<file path="src/rtl/key_pkg.sv">
// Shared definitions for the key debouncer: FSM state encoding and counter sizing.
// Benches import this package to probe the filter state by name.
package key_pkg;

  typedef enum logic [1:0] {
    IDLE         = 2'd0,
    PRESS_WAIT   = 2'd1,
    PRESSED      = 2'd2,
    RELEASE_WAIT = 2'd3
  } key_fsm_e;

  // Bits needed to count 0..cnt_max; never below one bit.
  function automatic int cnt_width(input int cnt_max);
    return (cnt_max < 1) ? 1 : $clog2(cnt_max + 1);
  endfunction

endpackage

</file>
<file path="src/rtl/key_sync.sv">
// Two-flop synchroniser for an asynchronous pin input.
// RESET_VAL lets each pin reset to its own idle level.
module key_sync #(
  parameter logic RESET_VAL = 1'b0
) (
  input  logic clk,
  input  logic srst,
  input  logic d,
  output logic q
);

  logic meta_reg;
  logic sync_reg;

  always_ff @(posedge clk) begin
    if (srst) begin
      meta_reg <= RESET_VAL;
      sync_reg <= RESET_VAL;
    end else begin
      meta_reg <= d;
      sync_reg <= meta_reg;
    end
  end

  assign q = sync_reg;

endmodule

</file>
<file path="src/rtl/key_filter.sv">
// Push-button debouncer: synchronised key level must stay stable for CNT_MAX+1
// cycles before the debounced state flips and a one-cycle press/release pulse fires.
module key_filter
  import key_pkg::*;
#(
  parameter int   CNT_MAX    = 999_999,
  parameter logic KEY_ACTIVE = 1'b0
) (
  input  logic sys_clk,
  input  logic sys_rst,
  input  logic key_in,
  output logic key_state,
  output logic key_flag,
  output logic key_release
);

  localparam int             CW       = cnt_width(CNT_MAX);
  localparam logic [CW-1:0]  CNT_LAST = CW'(CNT_MAX);

  logic          key_sync_q;
  logic          key_s;
  key_fsm_e      state_reg;
  logic [CW-1:0] cnt_reg;
  logic          key_state_reg;
  logic          key_flag_reg;
  logic          key_release_reg;

  key_sync #(
    .RESET_VAL (~KEY_ACTIVE)
  ) u_key_sync (
    .clk  (sys_clk),
    .srst (sys_rst),
    .d    (key_in),
    .q    (key_sync_q)
  );

  // Normalise polarity so the FSM only ever deals with 1 = pressed.
  assign key_s = (key_sync_q == KEY_ACTIVE);

  always_ff @(posedge sys_clk) begin
    if (sys_rst) begin
      state_reg       <= IDLE;
      cnt_reg         <= '0;
      key_state_reg   <= 1'b0;
      key_flag_reg    <= 1'b0;
      key_release_reg <= 1'b0;
    end else begin
      key_flag_reg    <= 1'b0;
      key_release_reg <= 1'b0;
      case (state_reg)
        IDLE: begin
          cnt_reg <= '0;
          if (key_s) state_reg <= PRESS_WAIT;
        end
        PRESS_WAIT: begin
          if (!key_s) begin
            state_reg <= IDLE;
            cnt_reg   <= '0;
          end else if (cnt_reg == CNT_LAST) begin
            state_reg     <= PRESSED;
            cnt_reg       <= '0;
            key_flag_reg  <= 1'b1;
            key_state_reg <= 1'b1;
          end else begin
            cnt_reg <= cnt_reg + CW'(1);
          end
        end
        PRESSED: begin
          cnt_reg <= '0;
          if (!key_s) state_reg <= RELEASE_WAIT;
        end
        RELEASE_WAIT: begin
          // Any return to the pressed level restarts the whole release window.
          if (key_s) begin
            state_reg <= PRESSED;
            cnt_reg   <= '0;
          end else if (cnt_reg == CNT_LAST) begin
            state_reg       <= IDLE;
            cnt_reg         <= '0;
            key_release_reg <= 1'b1;
            key_state_reg   <= 1'b0;
          end else begin
            cnt_reg <= cnt_reg + CW'(1);
          end
        end
        default: begin
          state_reg <= IDLE;
          cnt_reg   <= '0;
        end
      endcase
    end
  end

  assign key_state   = key_state_reg;
  assign key_flag    = key_flag_reg;
  assign key_release = key_release_reg;

endmodule

</file>
<file path="config.mk">
export PLATFORM = sky130hd
export DESIGN_NAME = key_filter
export DESIGN_NICKNAME = d
export VERILOG_FILES = /design/src/rtl/key_pkg.sv /design/src/rtl/key_sync.sv /design/src/rtl/key_filter.sv
export SDC_FILE = /design/constraint.sdc
export NUM_CORES = 1
export LEC_CHECK = 0
export ABC_AREA = 1
export BUFFER_PORTS_ARGS = -buffer_cell sky130_fd_sc_hd__buf_2
export CORE_MARGIN = 2
export CORE_UTILIZATION = 30
export CTS_BUF_LIST = sky130_fd_sc_hd__clkbuf_4 sky130_fd_sc_hd__clkbuf_8
export CTS_CLUSTER_DIAMETER = 60
export CTS_CLUSTER_SIZE = 28
export DETAILED_ROUTE_END_ITERATION = 16
export PLACE_DENSITY = 0.58
export SKIP_LAST_GASP = 1
export SLEW_MARGIN = 10
export SYNTH_ARGS = -nofsm -noshare
export SYNTH_HDL_FRONTEND = slang
export SYNTH_HIERARCHICAL = 1
export SYNTH_SLANG_ARGS = --single-unit
export TNS_END_PERCENT = 10
</file>
<file path="constraint.sdc">
create_clock -name sys_clk -period 1.39 [get_ports sys_clk]
set_input_delay 0.139 -clock sys_clk [delete_from_list [all_inputs] [get_ports sys_clk]]
set_output_delay 0.139 -clock sys_clk [all_outputs]
set_load 0.005 [all_outputs]
</file>
==> results of run 1 <==
==> Yosys cell counts (all sizes together), types with 3 or more instances <==
library cell  instances  area (µm²)
nor3                 10        55.1
inv                  34         128
dfxtp                27         541
o21ai                 3        15.0
nand3                12        65.1
xor2                  4        35.0
nor2                 53         253
nand2                53         214
nand4                 5        31.3
a21oi                 5        25.0
==> worst paths after layout <==
path	startpoint	to	slack, ns
worst min register to register	u_key_sync/meta_reg	u_key_sync/q	0.43
worst max-delay path	cnt_reg[0]	key_state	0.06
worst min-delay path	key_in	u_key_sync/meta_reg	0.04
worst max register to register	cnt_reg[0]	key_state	0.06
==> logic make-up after synthesis <==
logic type | Yosys count
compound gates | 8
xor+xnor | 5
fa+ha+maj | 1
simple gates | 135
buf+inv | 35
flops | 27
==> what timing repair did <==
| action | CTS | global route |
|---|---|---|
| setup endpoints to repair | 2 | 24 |
| pin swaps | 0 | 1 |
| setup buffers | 0 | 2 |
| resized for setup | 1 | 18 |
==> power by group through the flow <==
stage,sequential (mW),combinational [mW],clock (mW)
floorplan,0.801,0.0167,0
global placement,0.802,0.0258,0
detailed placement,0.802,0.0263,0
CTS,0.784,0.0263,0.492
global route,0.782,0.0304,0.520
finish,0.782,0.0261,0.474
==> cell usage in the layout (no fill, tap or decap), types with 2 or more instances in the layout <==
master and count:
inv_2 3, o21ai_1 2, nand3_1 11, dfxtp_1 15, a21oi_1 5, nor2_2 7
nand2_4 2, nor2_4 5, nand2_1 49, dfxtp_2 11, nor2_1 40, nand4_1 5
nand2_2 2, clkbuf_8 3, nor3_1 9, xor2_1 4, buf_4 7, inv_1 31
buf_2 5
==> routing by layer <==
metal	global-route usage	vias up
met4	0.0288	0
met3	0.0333	2
li1	-	681
met2	0.205	19
met1	0.161	570
met5	0	-
==> critical path, stage by stage (launching register included) <==
cell     delay (ns)
dfxtp_2        0.36
ha_4           0.15
nand2_4        0.07
nor2_8         0.15
nand3_2        0.11
nor2_4         0.15
nand3_1        0.11
nand2_1        0.07
nand2_1        0.04
==> stage by stage <==
step                      std cells   util  power (mW)
after CTS                       277  0.362        1.30
final                           279  0.376        1.28
after floorplan                 211      -       0.818
after global placement          273  0.350       0.827
after global routing            279  0.376        1.33
after detailed placement        273  0.350       0.828
==> final cells by class <==
cell class	instances	area, µm²
inverters	34	128
well taps	52	65.1
repair buffers	13	97.6
fillers	471	2760
flip-flops and latches	27	558
clock buffers	4	48.8
multi-input cells	149	762
==> results.ini, run 1 <==
[cells_and_area]
fin_area_um2=1660
largest_reg_flops=20
nNetsFinal=232
drive_gt1_frac=0.229
area_delta_synth_final_pct=18.3
insertedDiodeCount=0

[synth]
synth_compound_area_frac=0.0285
yosysSeqAreaShare=0.385
netlist_area_um2=1400
synth_cell_types=24
synth_mux_area_frac=0
synth-xor-area-share=0.0312
synth_edf_count=0
ys_ff_latch=27
synth_async_sr_flop_share=0
synth_top_family_by_area=simple AND/OR/NAND/NOR gates
synthAdderAreaFrac=0.00892
yosys_most_used_dff=dfxtp_1
syn_inst=211
syn_nets=215
synthSimpleGateAreaFrac=0.450
syn_area_per_cell_um2=6.65
ys_warn_count=6

[place]
dpl.hpwl_um=2290
io_buffers=5
pre_cts_ws_ns=-0.0233
placed_area_um2=1550
gp_congestion=0.877

[worst_setup_path]
cp-end-kind=register
reg2reg_depth=8
crit_type=reg2reg
worstPathRequired_ns=1.56
crit_fanout=5
worst_setup_path_start_kind=register
cp.arrival_ns=1.50

[sta]
fmax_ghz=0.753
relSlewSlack=0.829
setup_ws_ns=0.0615
setup_viol=0
tightest_slew_ns=0.253
finClkSkew_ns=0.0117
tns_ns=0
final_max_slew_viol_count=0
rsz0062_at_grt=true
fin_worst_hold_slack_ns=0.0361
finalHoldViolations=0
period_share=0.956
min_period_ns=1.33

[status]
status=finished, final reports clean

[routing]
wl_met1_um=1490
num_vias=1272
highest_layer=met4
routed-wl-met2_um=1360
routed_wl_um=2970
wl_per_cell_um=10.7
drt_iter0_drc=114
via_per_inst=4.56
drtPass1Iterations=4
antenna_left=0
wl_met3_um=111
drc=0

[pwr]
intPower_mw=1.01
combPwrFrac=0.020
p_sw_frac=0.210
p_leak_nw=0.655
clkPwrFrac=0.370
p_per_area_nw_per_um2=773
pwr-share-seq=0.610
p_sw_uw=270
peakVddDrop_uv=397

[clock_tree]
cts_buffers=3
cts.sinks=27
clockRootBuffer=clkbuf_8
clk_pin_slew_worst_paths_ns=0.08
hold_buffers=0
cts_buffer_depth=2
clk_latency_ns=0.28
cts_max_level=1
cts_tree=done

[grt]
grt-ovfl-total=0
grt_max_degree=15
grt_util_all_layers=0.124
antenna_found_initial=0
grt_pass1_vias=1176
grt_pass1_wl_um=5040

[floorplan]
ios=6
fp.dieW_um=72.4
start_util=0.318
coreArea_um2=4410
core.rowCount=24
dieHeight_um=72.4
dieArea_um2=5240

[hold_path]
whs_path_depth=3
hold_class=in2reg

[flow_run]
max_cap_violations=0

Note: power is estimated with default switching activity, not from simulation.
==> inputs of run 2 (changes only) <==
--- a/config.mk
+++ b/config.mk
@@ -6,14 +6,14 @@
 export NUM_CORES = 1
 export LEC_CHECK = 0
 export ABC_AREA = 1
-export BUFFER_PORTS_ARGS = -buffer_cell sky130_fd_sc_hd__buf_2
 export CORE_MARGIN = 2
 export CORE_UTILIZATION = 30
 export CTS_BUF_LIST = sky130_fd_sc_hd__clkbuf_4 sky130_fd_sc_hd__clkbuf_8
 export CTS_CLUSTER_DIAMETER = 60
 export CTS_CLUSTER_SIZE = 28
 export DETAILED_ROUTE_END_ITERATION = 16
-export PLACE_DENSITY = 0.58
+export DONT_BUFFER_PORTS = 1
+export PLACE_DENSITY = 0.57
 export SKIP_LAST_GASP = 1
 export SLEW_MARGIN = 10
 export SYNTH_ARGS = -nofsm -noshare
==> constraint.sdc (replaced) <==
create_clock -name sys_clk -period 1.39 [get_ports sys_clk]
set_input_delay 0.3475 -clock sys_clk [delete_from_list [all_inputs] [get_ports sys_clk]]
set_output_delay 0.3475 -clock sys_clk [all_outputs]
set_load 0.005 [all_outputs]
==> results.ini, run 2 (synthesis results as in run 1) <==
[status]
status=finished, final reports clean

[routing]
num_vias=1257
routed_wl_um=2970
antenna_left=0
drtPass1Iterations=4
drc=0
drt_iter0_drc=85
wl_per_cell_um=10.7
via_per_inst=4.52

[floorplan]
start_util=0.318
dieHeight_um=72.4
fp.dieW_um=72.4
dieArea_um2=5240
ios=6
core.rowCount=24
coreArea_um2=4410

[sta]
relSlewSlack=0.800
final_max_slew_viol_count=0
setup_viol=0
fmax_ghz=0.748
finalHoldViolations=0
min_period_ns=1.34
finClkSkew_ns=0.00707
fin_worst_hold_slack_ns=0.133
period_share=0.961
rsz0062_at_grt=true
tightest_slew_ns=0.297

[clock_tree]
clk_latency_ns=0.27
cts_buffers=3
cts_max_level=1
cts_tree=done
clk_pin_slew_worst_paths_ns=0.09
hold_buffers=0
cts_buffer_depth=2
clockRootBuffer=clkbuf_8
cts.sinks=27

[hold_path]
whs_endpoint=key_release
min-delay-start=sys_rst
whs_path_depth=1
hold_class=in2reg

[grt]
grt_pass1_wl_um=5240
grt_util_all_layers=0.127
grt_max_degree=15
grt-ovfl-total=0
grt_pass1_vias=1216
antenna_found_initial=0

[cells_and_area]
drive_gt1_frac=0.212
area_delta_synth_final_pct=16.9
layout_commonest_cell=nand2_1
fill_cells=477
stdcell_count=278
insertedDiodeCount=0
most-common-layout-cells=49 x nand2_1, 43 x nor2_1, 31 x inv_1, 16 x dfxtp_1, 12 x buf_4
largest_reg_flops=20
ff_latch_area_um2=554
multi_input_area_um2=754
nNetsFinal=231

[worst_setup_path]
crit_fanout=5
regToRegSetupSlack_ns=0.05
worstPathRequired_ns=1.57
crit_type=reg2reg
reg2reg_from=cnt_reg[0]
cp.arrival_ns=1.52
reg2reg_depth=10
timing.rr.end=cnt_reg[18]
worst_setup_path_start_kind=register
cp-end-kind=register

[pwr]
p_per_area_nw_per_um2=777
p_leak_nw=0.643
peakVddDrop_uv=590

[place]
dpl.hpwl_um=2320
dp_cells=270
io_buffers=0
gp_congestion=0.853

[flow_run]
max_cap_violations=0

## run 2: cell types whose count changed in the layout (fill, tap and decap cells not counted), sizes merged
cell,previous run,this run
buf,13,12
## run 2: where the power goes
part	internal [mW]	leakage, nW	switching [mW]	total, mW
combinational	0.00798	0.393	0.0122	0.0201
sequential	0.778	0.224	0.00461	0.783
clock	0.225	0.0262	0.246	0.471
## run 2: worst max-delay path, stage by stage (launching register included)
cell	delay, ns
dfxtp_2	0.36
ha_4	0.15
nand2_4	0.07
nor2_8	0.16
nand2_4	0.07
nor2_4	0.14
nand2_2	0.06
nor2_2	0.09
nand2_1	0.05
nand2_1	0.05
nor2_1	0.03
## run 2: what timing repair did
item                       CTS  global route
setup buffers                0             4
pin swaps                    0             2
gates resized for setup      1            13
setup endpoints to repair    2            25
## run 2: final cells by class
class | instances | share of cell area
tap | 52 | 0.0397
inverter | 34 | 0.0778
clock buffer | 4 | 0.0297
timing repair buffer | 12 | 0.0549
multi-input combinational | 149 | 0.460
sequential | 27 | 0.338
## run 2: per-layer routing
layer  track usage  wire length, µm  share of wire
met1         0.165             1430           0.48
met2         0.206             1380           0.46
met4        0.0288               20         0.0067
met5             0                0              0
met3        0.0389              143          0.048
## run 2: worst max-delay path by stage
stage                       startpoint           to  cells after the start
after floorplan             cnt_reg[0]  cnt_reg[18]                     10
after global placement      cnt_reg[1]  cnt_reg[18]                     10
after detailed placement    cnt_reg[1]  cnt_reg[18]                     10
after CTS                   cnt_reg[1]  cnt_reg[18]                     10
after global routing      u_key_sync/q  cnt_reg[19]                      8
final                       cnt_reg[0]  cnt_reg[18]                     10
## run 2: stage by stage
stage                      util  TNS (ns)  setup slack (ns)  instance area [µm²]  power, mW
after global routing      0.372    -0.780           -0.0666                 1640       1.33
final                     0.372         0            0.0536                 1640       1.27
after detailed placement  0.345   -0.0247           -0.0247                 1520      0.822
after global placement    0.345         0            0.0294                 1520      0.822
after CTS                 0.357         0          0.000930                 1570       1.30
after floorplan               -         0            0.0364                 1410      0.818
